==> config.mk <==
export PLATFORM = sky130hd
export DESIGN_NAME = krnl_proj_split_hls_deadlock_reporter
export DESIGN_NICKNAME = d
export VERILOG_FILES = /design/src/rtl/krnl_proj_split_dbg_pkg.sv /design/src/rtl/krnl_proj_split_prio_enc.sv /design/src/rtl/krnl_proj_split_hls_deadlock_reporter.sv
export SDC_FILE = /design/constraint.sdc
export NUM_CORES = 1
export LEC_CHECK = 0
export BUFFER_PORTS_ARGS = -buffer_cell sky130_fd_sc_hd__clkbuf_2
export CORE_UTILIZATION = 55
export DETAILED_ROUTE_END_ITERATION = 7
export HOLD_SLACK_MARGIN = 0.05
export PLACE_DENSITY_LB_ADDON = 0.05
export SLEW_MARGIN = 10
export SYNTH_ARGS = -nofsm -noshare
export SYNTH_HDL_FRONTEND = slang
export SYNTH_SLANG_ARGS = --single-unit
==> constraint.sdc <==
create_clock -name clock -period 2.2 [get_ports clock]
set_input_delay 0.11 -clock clock [delete_from_list [all_inputs] [get_ports clock]]
set_output_delay 0.11 -clock clock [all_outputs]
set_load 0.03 [all_outputs]
==> src/rtl/krnl_proj_split_dbg_pkg.sv <==
// Shared definitions for the krnl_proj_split deadlock debug logic.
package krnl_proj_split_dbg_pkg;

  typedef enum logic [1:0] {
    MONITOR = 2'd0,
    REPORT  = 2'd1,
    LATCHED = 2'd2
  } dbg_state_e;

  localparam int unsigned DEFAULT_PERSIST_CYCLES = 1024;
  localparam int unsigned DEFAULT_TS_W           = 32;

endpackage

==> src/rtl/krnl_proj_split_prio_enc.sv <==
// Lowest-set-bit priority encoder; returns 0 when no bit is set.
module krnl_proj_split_prio_enc
  import krnl_proj_split_dbg_pkg::*;
#(
  parameter int unsigned NUM_IN = 8,
  parameter int unsigned IDX_W  = (NUM_IN > 1) ? $clog2(NUM_IN) : 1
) (
  input  logic [NUM_IN-1:0] in_vec,
  output logic [IDX_W-1:0]  idx
);

  // Scan from the top down so the lowest set bit is written last and wins.
  always_comb begin
    idx = '0;
    for (int unsigned i = NUM_IN; i > 0; i--) begin
      if (in_vec[i-1]) idx = IDX_W'(i - 1);
    end
  end

endmodule

==> src/rtl/krnl_proj_split_hls_deadlock_reporter.sv <==
// Confirms a persistent all-blocked condition across the dataflow processes
// and emits one snapshot report, then holds a sticky deadlock flag.
module krnl_proj_split_hls_deadlock_reporter
  import krnl_proj_split_dbg_pkg::*;
#(
  parameter int unsigned NUM_PROC       = 8,
  parameter int unsigned PERSIST_CYCLES = DEFAULT_PERSIST_CYCLES,
  parameter int unsigned CNT_W          = 16,
  parameter int unsigned TS_W           = DEFAULT_TS_W,
  localparam int unsigned IDX_W         = (NUM_PROC > 1) ? $clog2(NUM_PROC) : 1
) (
  input  logic                clock,
  input  logic                reset,
  input  logic                enable,
  input  logic                clear,
  input  logic [NUM_PROC-1:0] proc_block,
  input  logic [NUM_PROC-1:0] proc_idle,
  output logic                report_valid,
  input  logic                report_ready,
  output logic [NUM_PROC-1:0] report_mask,
  output logic [IDX_W-1:0]    report_idx,
  output logic [TS_W-1:0]     report_ts,
  output logic                deadlock,
  output logic [CNT_W-1:0]    busy_cnt
);

  generate
    if (NUM_PROC < 1 || NUM_PROC > 32 || PERSIST_CYCLES < 2 ||
        (64'(PERSIST_CYCLES) >> CNT_W) != 64'd0) begin : g_bad_params
      $error("krnl_proj_split_hls_deadlock_reporter: illegal parameter set");
    end
  endgenerate

  localparam logic [CNT_W-1:0] CNT_LAST = CNT_W'(PERSIST_CYCLES - 1);

  dbg_state_e          state_q, state_d;
  logic [CNT_W-1:0]    cnt_q, cnt_d;
  logic [TS_W-1:0]     ts_q, ts_d;
  logic                valid_q, valid_d;
  logic                dead_q, dead_d;
  logic [NUM_PROC-1:0] mask_q, mask_d;
  logic [IDX_W-1:0]    idx_q, idx_d;
  logic [TS_W-1:0]     rts_q, rts_d;
  logic [IDX_W-1:0]    low_idx;
  logic                cand;

  krnl_proj_split_prio_enc #(
    .NUM_IN (NUM_PROC),
    .IDX_W  (IDX_W)
  ) u_prio_enc (
    .in_vec (proc_block),
    .idx    (low_idx)
  );

  // Idle processes are excused, but at least one must actually be blocked.
  assign cand = enable & (|proc_block) & (&(proc_block | proc_idle));

  always_comb begin
    state_d = state_q;
    cnt_d   = cnt_q;
    valid_d = valid_q;
    dead_d  = dead_q;
    mask_d  = mask_q;
    idx_d   = idx_q;
    rts_d   = rts_q;
    ts_d    = (ts_q == '1) ? ts_q : ts_q + TS_W'(1);

    case (state_q)
      MONITOR: begin
        if (cand) begin
          if (cnt_q == CNT_LAST) begin
            mask_d  = proc_block;
            idx_d   = low_idx;
            rts_d   = ts_q;
            valid_d = 1'b1;
            cnt_d   = '0;
            state_d = REPORT;
          end else begin
            cnt_d = cnt_q + CNT_W'(1);
          end
        end else begin
          cnt_d = '0;
        end
      end
      REPORT: begin
        if (report_ready) begin
          valid_d = 1'b0;
          dead_d  = 1'b1;
          state_d = LATCHED;
        end
      end
      LATCHED: begin
        cnt_d = '0;
        if (clear) begin
          dead_d  = 1'b0;
          state_d = MONITOR;
        end
      end
      default: begin
        state_d = MONITOR;
        cnt_d   = '0;
        valid_d = 1'b0;
        dead_d  = 1'b0;
      end
    endcase
  end

  always_ff @(posedge clock) begin
    if (reset) begin
      state_q <= MONITOR;
      cnt_q   <= '0;
      ts_q    <= '0;
      valid_q <= 1'b0;
      dead_q  <= 1'b0;
      mask_q  <= '0;
      idx_q   <= '0;
      rts_q   <= '0;
    end else begin
      state_q <= state_d;
      cnt_q   <= cnt_d;
      ts_q    <= ts_d;
      valid_q <= valid_d;
      dead_q  <= dead_d;
      mask_q  <= mask_d;
      idx_q   <= idx_d;
      rts_q   <= rts_d;
    end
  end

  assign report_valid = valid_q;
  assign deadlock     = dead_q;
  assign report_mask  = mask_q;
  assign report_idx   = idx_q;
  assign report_ts    = rts_q;
  assign busy_cnt     = cnt_q;

endmodule

==> flow_summary_export.csv, run 1 <==
group,metric,value,unit
setup_path,crit_fanout,6,
sta,setup_viol,0,
synth,async_flop_share,0,%
drt,vias,3900,
setup_path,required,2.47,ns
grt,grt_max_degree,57,
setup_path,critPathCaptureType,"flop",
cts,clock_sinks,95,
floorplan,design.core.area,0.00733,mm²
drt,antenna_left,0,
worst_hold_path,holdCritStartpoint,"proc_block[7]",
cts,tritoncts,"yes",
synth,synth_commonest_cells,"dfxtp_1 (95), nor2_1 (63), mux2i_1 (41)",
drt,top_layer,"met4",
setup_path,reg2reg_depth,4,
drt,drc_errors,0,
place,gp_congestion,0.824,
cts,numCtsBuffers,9,
worst_hold_path,hold_end,"report_mask[7]$_SDFFE_PP0P_",
worst_hold_path,holdPathStages,3,
setup_path,timing.rr.start,"ts_q[8]$_SDFFE_PP0P_",
cts,clock_path_buffers,2,
synth,synth_area_leader_cell,"dfxtp_1",
floorplan,top_level_ports,82,
synth,netlist_area,0.00423,mm²
place,portBuffers,81,
finish,n_antenna_cell,0,
grt,grt_pass1_vias,3324,
finish,layout-drive-gt1-share,24.1,%
sta,setup_tns,0,ns
sta,relSlewSlack,62.4,%
pwr,ir_worst_vdd,0.421,mV
pwr,p_per_area,572,mW/mm²
floorplan,die_area,0.00804,mm²
synth,yosys.area.top_type_share,45.0,%
setup_path,r2r_slack,0.12,ns
finish,stdcell_area,0.00517,mm²
synth,synth_seq_cells,95,
setup_path,criticalPathCategory,"reg2reg",
place,dp_hpwl,6.95,mm
grt,grt_pass1_wl,15.3,mm
finish,fin_nets,606,
synth,synth_edf_count,0,
sta,rsz0062_at_grt,"false",
synth,ys_types,50,
drt,routed_wirelength,9.70,mm
synth,avgSynthCellArea,8.83,µm²
synth,synth_ff_type,"dfxtp_1",
drt,wl_met2,4.51,mm
cts,clk_pin_slew,0.11,ns
grt,overflow,0,
grt,antenna_found_initial,0,
synth,ys_warn_count,0,
finish,layout.cells.non_filler,687,
setup_path,arrival,2.35,ns
sta,layout_worst_path_cycle_share,94.7,%
setup_path,r2r-end,"ts_q[21]$_SDFFE_PP0P_",
sta,hold_viol_final,0,
floorplan,row_count,31,
pwr,p_leak,2.32,nW
floorplan,die_w,89.7,µm
cts,clock_latency,0.37,ns
setup_path,worst_setup_path_start_kind,"flop",
place,detailed_place.area,0.00492,mm²
drt,drt_first_pass_iters,5,
synth,synth_seq_area_share,45.0,%
cts,cts_root_buf,"clkbuf_8",
drt,wl_met1,4.68,mm
worst_hold_path,hp-class,"in2reg",
job,max_cap_violations,0,
drt,wl_met3,385,µm
synth,syn_inst,479,
sta,drv_slew,0,
sta,worstMarginPinSlew,0.564,ns
drt,drtIter0Drc,229,
sta,fin_skew,0.0140,ns
outcome,outcome,"finished clean",
synth,yosysMostFrequentCell,"dfxtp_1",
drt,wl_per_cell,14.1,µm
floorplan,die_h,89.7,µm
drt,viasPerCell,5.68,
grt,grt_use_total,24.5,%
finish,utilization,70.5,%
cts,htreeDepth,3,
finish,syn2layout_area_growth,22.3,%
finish,fillers,588,
sta,finalCriticalPeriod,2.08,ns
sta,fmax,480,MHz
place,place_inst,666,
synth,synthTopCellsByArea,"dfxtp_1 (45%), mux2i_1 (9.7%), nor2_1 (5.6%)",
floorplan,start_util,57.7,%
synth,syn_nets,502,
==> area by class of cell <==
type | instances | area [µm²] | share of cell area [%]
Sequential cell | 95 | 1900 | 36.8
Tap cell | 99 | 124 | 2.40
Timing Repair Buffer | 119 | 729 | 14.1
Multi-Input combinational cell | 352 | 2200 | 42.6
Clock buffer | 9 | 124 | 2.40
Inverter | 6 | 22.5 | 0.436
Clock inverter | 7 | 67.6 | 1.31
==> state kept, by name (all words and copies together), names as in the netlist <==
register and count:
report_idx 3, state_q 2, deadlock 1, report_valid 1, ts_q 32, report_ts 32
report_mask 8, busy_cnt 16
==> power by group <==
group	internal, mW	switching [mW]
sequential	1.72	0.00422
combinational	0.0460	0.0663
clock	0.439	0.678
==> critical path, stage by stage, from the launching register on <==
cell and delay, ns:
dfxtp_1 0.45, nand4_1 0.27, or3_1 0.56, nor4_1 0.33, mux2_2 0.37
==> stage by stage <==
| step | hold WS, ns | setup slack (ns) | total power [mW] |
|---|---|---|---|
| detailed placement | 0.402 | 0.0188 | 1.87 |
| finish | 0.0601 | 0.117 | 2.96 |
| global placement | 0.400 | 0.141 | 1.87 |
| global route | 0.0891 | 0.00247 | 3.05 |
| floorplan | 0.213 | 0.0260 | 1.82 |
| CTS | 0.0540 | 0.0195 | 2.97 |
==> kinds of logic after synthesis <==
logic type      count (synthesis)  synth area share [%]
mux                            43                  10.2
flops                          95                  45.0
buf+inv                        32                  3.02
compound gates                 95                  13.9
xor+xnor                       12                  2.49
simple gates                  200                  24.8
fa+ha+maj                       2                 0.592
==> routing by layer <==
layer,global-route usage [%],vias to the layer above
li1,-,1962
met1,33.8,1827
met2,39.5,99
met3,4.20,12
met4,7.36,0
met5,0,-
==> how the worst max path moves through the flow <==
stage | slack (ns) | start | endpoint | cells after the start
floorplan | 0.03 | busy_cnt[11]$_SDFFE_PP0P_ | report_idx[1]$_SDFFE_PP0P_ | 6
global placement | 0.14 | busy_cnt[11]$_SDFFE_PP0P_ | report_ts[19]$_SDFFE_PP0P_ | 6
detailed placement | 0.02 | busy_cnt[11]$_SDFFE_PP0P_ | report_ts[27]$_SDFFE_PP0P_ | 6
CTS | 0.02 | busy_cnt[11]$_SDFFE_PP0P_ | report_ts[27]$_SDFFE_PP0P_ | 6
global route | 0.002 | busy_cnt[11]$_SDFFE_PP0P_ | report_ts[27]$_SDFFE_PP0P_ | 7
finish | 0.12 | ts_q[8]$_SDFFE_PP0P_ | ts_q[21]$_SDFFE_PP0P_ | 4
==> what timing repair did <==
| item | CTS | global route |
|---|---|---|
| hold endpoints to repair | 4 | 0 |
| buffers inserted | 0 | 1 |
| hold buffers | 4 | 0 |
| endpoints found under the setup margin | 0 | 23 |
| resized for setup | 0 | 2 |
==> layout by cell type (no fill, tap or decap), types with 4 or more instances in the layout <==
master	netlist	layout
a211oi_1	6	6
a21o_1	4	4
a21oi_1	34	34
a31oi_1	5	5
and3_1	11	11
and4_1	4	4
buf_4	0	31
clkbuf_2	0	81
clkbuf_8	0	9
dfxtp_1	95	95
dlygate4sd3_1	0	4
inv_1	6	6
mux2i_1	41	41
nand2_1	30	30
nand3_1	16	16
nand4_1	10	10
nor2_1	63	62
nor3_1	10	10
nor4_1	9	9
o21ai_0	19	19
o31ai_1	9	9
or2_2	4	4
or3_1	18	18
or4_1	6	6
xnor2_1	8	8
xor2_1	4	4
(Power assumes the default switching activity.)
==> run 2: changes to the inputs <==
ABC_AREA = 1   (was unset)
CORE_UTILIZATION = 57   (was 55)
PLACE_DENSITY = 0.9   (was unset)
PLACE_DENSITY_LB_ADDON = unset   (was 0.05)
==> flow_summary_export.csv, run 2 <==
group,metric,value,unit
outcome,outcome,"finished clean",
floorplan,top_level_ports,82,
cts,htreeDepth,3,
setup_path,r2r-end,"report_ts[1]$_SDFFE_PP0P_",
pwr,p_leak,2.49,nW
floorplan,design.core.area,0.00826,mm²
synth,avgSynthCellArea,6.62,µm²
finish,final_common_cell,"nand2_1",
synth,ys_types,35,
cts,clk_pin_slew,0.09,ns
cts,tritoncts,"yes",
synth,synth_commonest_cells,"nand2_1 (186), nor2_1 (153), dfxtp_1 (95)",
finish,multi_input_area,0.00251,mm²
floorplan,die_w,94.8,µm
grt,grt_pass1_vias,4483,
setup_path,r2r_slack,0.13,ns
place,dp_slack,0.171,ns
drt,routed_wirelength,12.4,mm
cts,post_cts_buffers,0,
place,dp_hpwl,9.25,mm
floorplan,start_util,59.5,%
finish,fillers,722,
setup_path,worst_setup_path_start_kind,"flop",
setup_path,crit_path_start,"busy_cnt[0]$_SDFFE_PP0P_",
worst_hold_path,hp-class,"in2reg",
place,portBuffers,81,
setup_path,required,2.45,ns
synth,async_flop_share,0,%
grt,overflow,0,
drt,antenna_left,0,
floorplan,row_count,33,
sta,finalCriticalPeriod,2.07,ns
floorplan,die_area,0.00899,mm²
finish,final_cell_mix,"nand2_1 (186), nor2_1 (153), dfxtp_1 (95)",
drt,vias,4966,
synth,synth_seq_cells,95,
setup_path,reg2reg_depth,8,
setup_path,criticalPathCategory,"reg2reg",
sta,holdWs,0.0678,ns
grt,antenna_found_initial,0,
synth,ys_warn_count,0,
job,max_cap_violations,0,
grt,grt_use_total,28.6,%
sta,fin_ws,0.128,ns
cts,clock_latency,0.36,ns
finish,syn2layout_area_growth,14.8,%
setup_path,endpoint,"report_ts[1]$_SDFFE_PP0P_",
grt,grt_pass1_wl,20.1,mm
floorplan,die_h,94.8,µm
sta,worstMarginPinSlew,0.456,ns
setup_path,timing.rr.start,"busy_cnt[0]$_SDFFE_PP0P_",
place,gp_congestion,0.935,
finish,n_antenna_cell,0,
sta,relSlewSlack,69.6,%
sta,fin_skew,0.0106,ns
sta,hold_viol_final,0,
drt,wl_per_cell,13.2,µm
cts,clock_sinks,95,
drt,drc_errors,0,
sta,setup_viol,0,
synth,yosysMostFrequentCell,"nand2_1",
setup_path,crit_fanout,42,
synth,synthTopCellsByArea,"dfxtp_1 (39%), nand2_1 (14%), nor2_1 (12%)",
sta,fmax,483,MHz
drt,drt_first_pass_iters,5,
finish,layout-drive-gt1-share,18.7,%
pwr,ir_worst_vdd,0.499,mV
sta,rsz0062_at_grt,"true",
finish,utilization,68.3,%
synth,syn_inst,742,
synth,yosys.area.top_type_share,38.7,%
synth,synth_ff_type,"dfxtp_1",
cts,cts_root_buf,"clkbuf_8",
synth,synth_seq_area_share,38.7,%
synth,synth_area_leader_cell,"dfxtp_1",
grt,grt_max_degree,43,
sta,drv_slew,0,
setup_path,critPathCaptureType,"flop",
cts,clock_path_buffers,2,
finish,fin_nets,853,
finish,seq_area,0.00190,mm²
drt,viasPerCell,5.28,
synth,synth_edf_count,0,
drt,drtIter0Drc,417,
pwr,p_per_area,539,mW/mm²
synth,syn_nets,765,
synth,netlist_area,0.00491,mm²
sta,layout_worst_path_cycle_share,94.2,%
cts,numCtsBuffers,9,
setup_path,arrival,2.33,ns
[run 2: area by class of cell]
type                            count  share of cell area, %
Multi-Input combinational cell    539                   44.6
Tap cell                          105                   2.33
Sequential cell                    95                   33.7
Clock inverter                      6                   1.18
Timing Repair Buffer               98                   10.0
Inverter                           87                   5.88
Clock buffer                       10                   2.26
[run 2: cell families (layout without fill, tap and decap cells)]
logic type | Yosys count | after routing | synth area share (%)
adder cells (fa/ha/maj) | 2 | 2 | 0.509
AND/OR/NAND/NOR | 449 | 449 | 40.2
flip-flops | 95 | 95 | 38.7
AO/OA/AOI/OAI | 79 | 79 | 8.84
buffers and inverters | 108 | 201 | 10.1
XOR/XNOR | 9 | 9 | 1.60
[run 2: critical path: stages, from the launching register on]
cell and delay [ns]:
dfxtp_1 0.43, ha_1 0.21, nand2_1 0.13, nor2_4 0.13, nand3_4 0.10, nor2_4 0.16
nand3_4 0.36, o21ai_0 0.36, nor2_1 0.07
[run 2: how the worst min path moves through the flow]
stage / start / end / slack, ns / cells past startpoint
3_5_place_dp: report_ready / state_q[1]$_SDFFE_PP0P_ / 0.39 / 3
6_report: clear / state_q[1]$_SDFFE_PP0P_ / 0.07 / 4
2_1_floorplan: proc_block[1] / report_mask[1]$_SDFFE_PP0P_ / 0.26 / 2
4_1_cts: clear / state_q[1]$_SDFFE_PP0P_ / 0.06 / 4
5_1_grt: clear / state_q[1]$_SDFFE_PP0P_ / 0.07 / 4
3_3_place_gp: proc_block[2] / report_mask[2]$_SDFFE_PP0P_ / 0.38 / 3
[run 2: per-stage QoR]
stage	total power, mW	TNS (ns)	area (µm²)	std cells
5_1_grt	3.14	-0.159	5640	940
6_report	3.04	0	5640	940
2_1_floorplan	1.85	0	4910	742
3_3_place_gp	1.90	0	5410	921
4_1_cts	3.05	0	5640	940
3_5_place_dp	1.91	0	5410	921
[run 2: power breakdown]
part | switching, mW | leakage, nW | internal (mW)
logic | 0.0922 | 1.62 | 0.0530
registers | 0.00700 | 0.765 | 1.72
clock network | 0.628 | 0.101 | 0.535
total | 0.727 | 2.49 | 2.31
[run 2: timing repair]
item	in CTS	in global routing
endpoints found under the setup margin	0	5
endpoints found under the hold margin	4	0
gates resized for setup	0	0
hold buffers	3	0
[run 2: metal layers]
layer | vias to the layer above | part of all wire, % | global-route usage, % | routed length [µm]
met4 | 0 | 2.0 | 12.0 | 244
met2 | 171 | 46 | 47.8 | 5750
met5 | - | 0 | 0 | 0
li1 | 2507 | - | - | -
met3 | 25 | 5.2 | 3.95 | 652
met1 | 2263 | 46 | 36.9 | 5780
==> run 3: changes to the inputs <==
CORE_UTILIZATION = 30   (was 57)
PLACE_DENSITY = 0.57   (was 0.9)
==> flow_summary_export.csv, run 3 (synthesis gave the netlist of run 2 again) <==
group,metric,value,unit
place,portBuffers,81,
setup_path,crit_chain,"ha_1 -> nand2_1 -> nor2_4 -> nand3_4 -> nor2_4 -> nand3_4 -> buf_4 -> o21ai_0 -> nor2_1",
finish,final_cell_mix,"nand2_1 (186), nor2_1 (153), dfxtp_1 (95)",
place,place_inst,1029,
drt,drtIter0Drc,329,
cts,clock_path_buffers,2,
grt,grt_use_total,15.5,%
cts,htreeDepth,3,
cts,cts_resized,0,
pwr,p_per_area,608,mW/mm²
drt,drc_errors,0,
floorplan,die_area,0.0169,mm²
finish,syn2layout_area_growth,19.3,%
setup_path,slowest_stage,"dfxtp_1",
floorplan,die_h,130,µm
cts,clk_pin_slew,0.07,ns
cts,tritoncts,"yes",
worst_hold_path,hp-class,"in2reg",
sta,hold_viol_final,0,
setup_path,critPathCaptureType,"flop",
setup_path,crit_fanout,42,
cts,cts_root_buf,"clkbuf_16",
cts,cts_hold_buf,1,
drt,wl_per_cell,12.1,µm
finish,layout.cells.non_filler,1045,
grt,grt_pass1_wl,21.0,mm
grt,use_met1,22.6,%
outcome,outcome,"finished clean",
floorplan,start_util,30.8,%
sta,setup_viol,0,
drt,viasPerCell,4.49,
cts,clock_sinks,95,
place,dp_hpwl,9.26,mm
finish,fin_nets,848,
grt,grt_pass1_vias,4223,
sta,rsz0062_at_grt,"false",
grt,overflow,0,
sta,setup_tns,0,ns
floorplan,top_level_ports,82,
grt,antenna_found_initial,0,
sta,fmax,544,MHz
floorplan,die_w,130,µm
pwr,p_leak,2.51,nW
finish,multi_input_area,0.00251,mm²
sta,layout_worst_path_cycle_share,83.5,%
finish,n_antenna_cell,0,
setup_path,r2r_slack,0.36,ns
sta,relSlewSlack,60.3,%
sta,drv_slew,0,
pwr,p_total,3.56,mW
grt,busiest_layer,"met2",
finish,layout-drive-gt1-share,18.5,%
sta,worstMarginPinSlew,0.595,ns
finish,seq_area,0.00190,mm²
cts,clock_latency,0.34,ns
finish,fillers,1723,
setup_path,max_stage_delay,0.41,ns
sta,finalCriticalPeriod,1.84,ns
floorplan,row_count,46,
setup_path,required,2.43,ns
cts,post_cts_buffers,0,
drt,drt_first_pass_iters,5,
pwr,ir_worst_vdd,0.386,mV
cts,numCtsBuffers,9,
grt,met3_usage,2.95,%
drt,routed_wirelength,12.7,mm
setup_path,worst_setup_path_start_kind,"flop",
setup_path,criticalPathCategory,"reg2reg",
setup_path,arrival,2.07,ns
job,max_cap_violations,0,
place,gp_congestion,0.929,
drt,antenna_left,0,
grt,grt_max_degree,64,
finish,final_common_cell,"nand2_1",
sta,fin_skew,0.0110,ns
floorplan,design.core.area,0.0159,mm²
drt,vias,4693,
grt,use_met2,23.5,%
-- run 3: changes by cell type in the layout (fill, tap and decap cells not counted), moves of 2 or more --
cell and delta:
clkbuf_16 +9, clkbuf_8 -9, buf_4 -3, clkinv_2 -2, clkinvlp_4 +2, dlygate4sd3_1 -2
-- run 3: per-layer routing --
layer | routed length (µm) | up-vias
met5 | 0 | -
met4 | 72 | 0
met3 | 696 | 4
met2 | 5390 | 113
met1 | 6490 | 2073
li1 | - | 2503
-- run 3: cell type report --
cell class	count	share of cell area [%]
multi-input combinational	539	42.9
sequential	95	32.5
timing repair buffer	93	8.93
inverter	87	5.66
tap	216	4.61
clock buffer	9	3.85
clock inverter	6	1.58
-- run 3: critical path, delay by kind of cell (launching register included) --
| kind | cells | cell delay [ns] |
|---|---|---|
| simple gates | 6 | 0.61 |
| flops | 1 | 0.41 |
| buf+inv | 1 | 0.27 |
| compound gates | 1 | 0.25 |
| fa+ha+maj | 1 | 0.19 |
-- run 3: worst paths after layout --
| kind | startpoint | end | depth (start not counted) |
|---|---|---|---|
| max | busy_cnt[1]$_SDFFE_PP0P_ | report_ts[0]$_SDFFE_PP0P_ | 9 |
| min | proc_block[1] | report_mask[1]$_SDFFE_PP0P_ | 3 |
| max reg2reg | busy_cnt[1]$_SDFFE_PP0P_ | report_ts[0]$_SDFFE_PP0P_ | 9 |
| min reg2reg | report_idx[2]$_SDFFE_PP0P_ | report_idx[2]$_SDFFE_PP0P_ | 2 |
-- run 3: stage by stage --
stage          hold slack, ns  util, %  worst slack [ns]  cell area [µm²]
6_report               0.0624     36.7             0.362             5860
5_1_grt                0.0763     36.7             0.199             5860
4_1_cts                0.0504     36.7             0.351             5860
3_5_place_dp            0.397     34.7             0.359             5530
3_3_place_gp            0.392     34.7             0.357             5530
2_1_floorplan           0.255        -             0.386             4910
-- run 3: power breakdown --
group          leakage, nW  switching [mW]  internal (mW)
logic                 1.60          0.0904         0.0492
registers            0.765         0.00603           1.72
clock network        0.149           0.695          0.999
total                 2.51           0.791           2.77
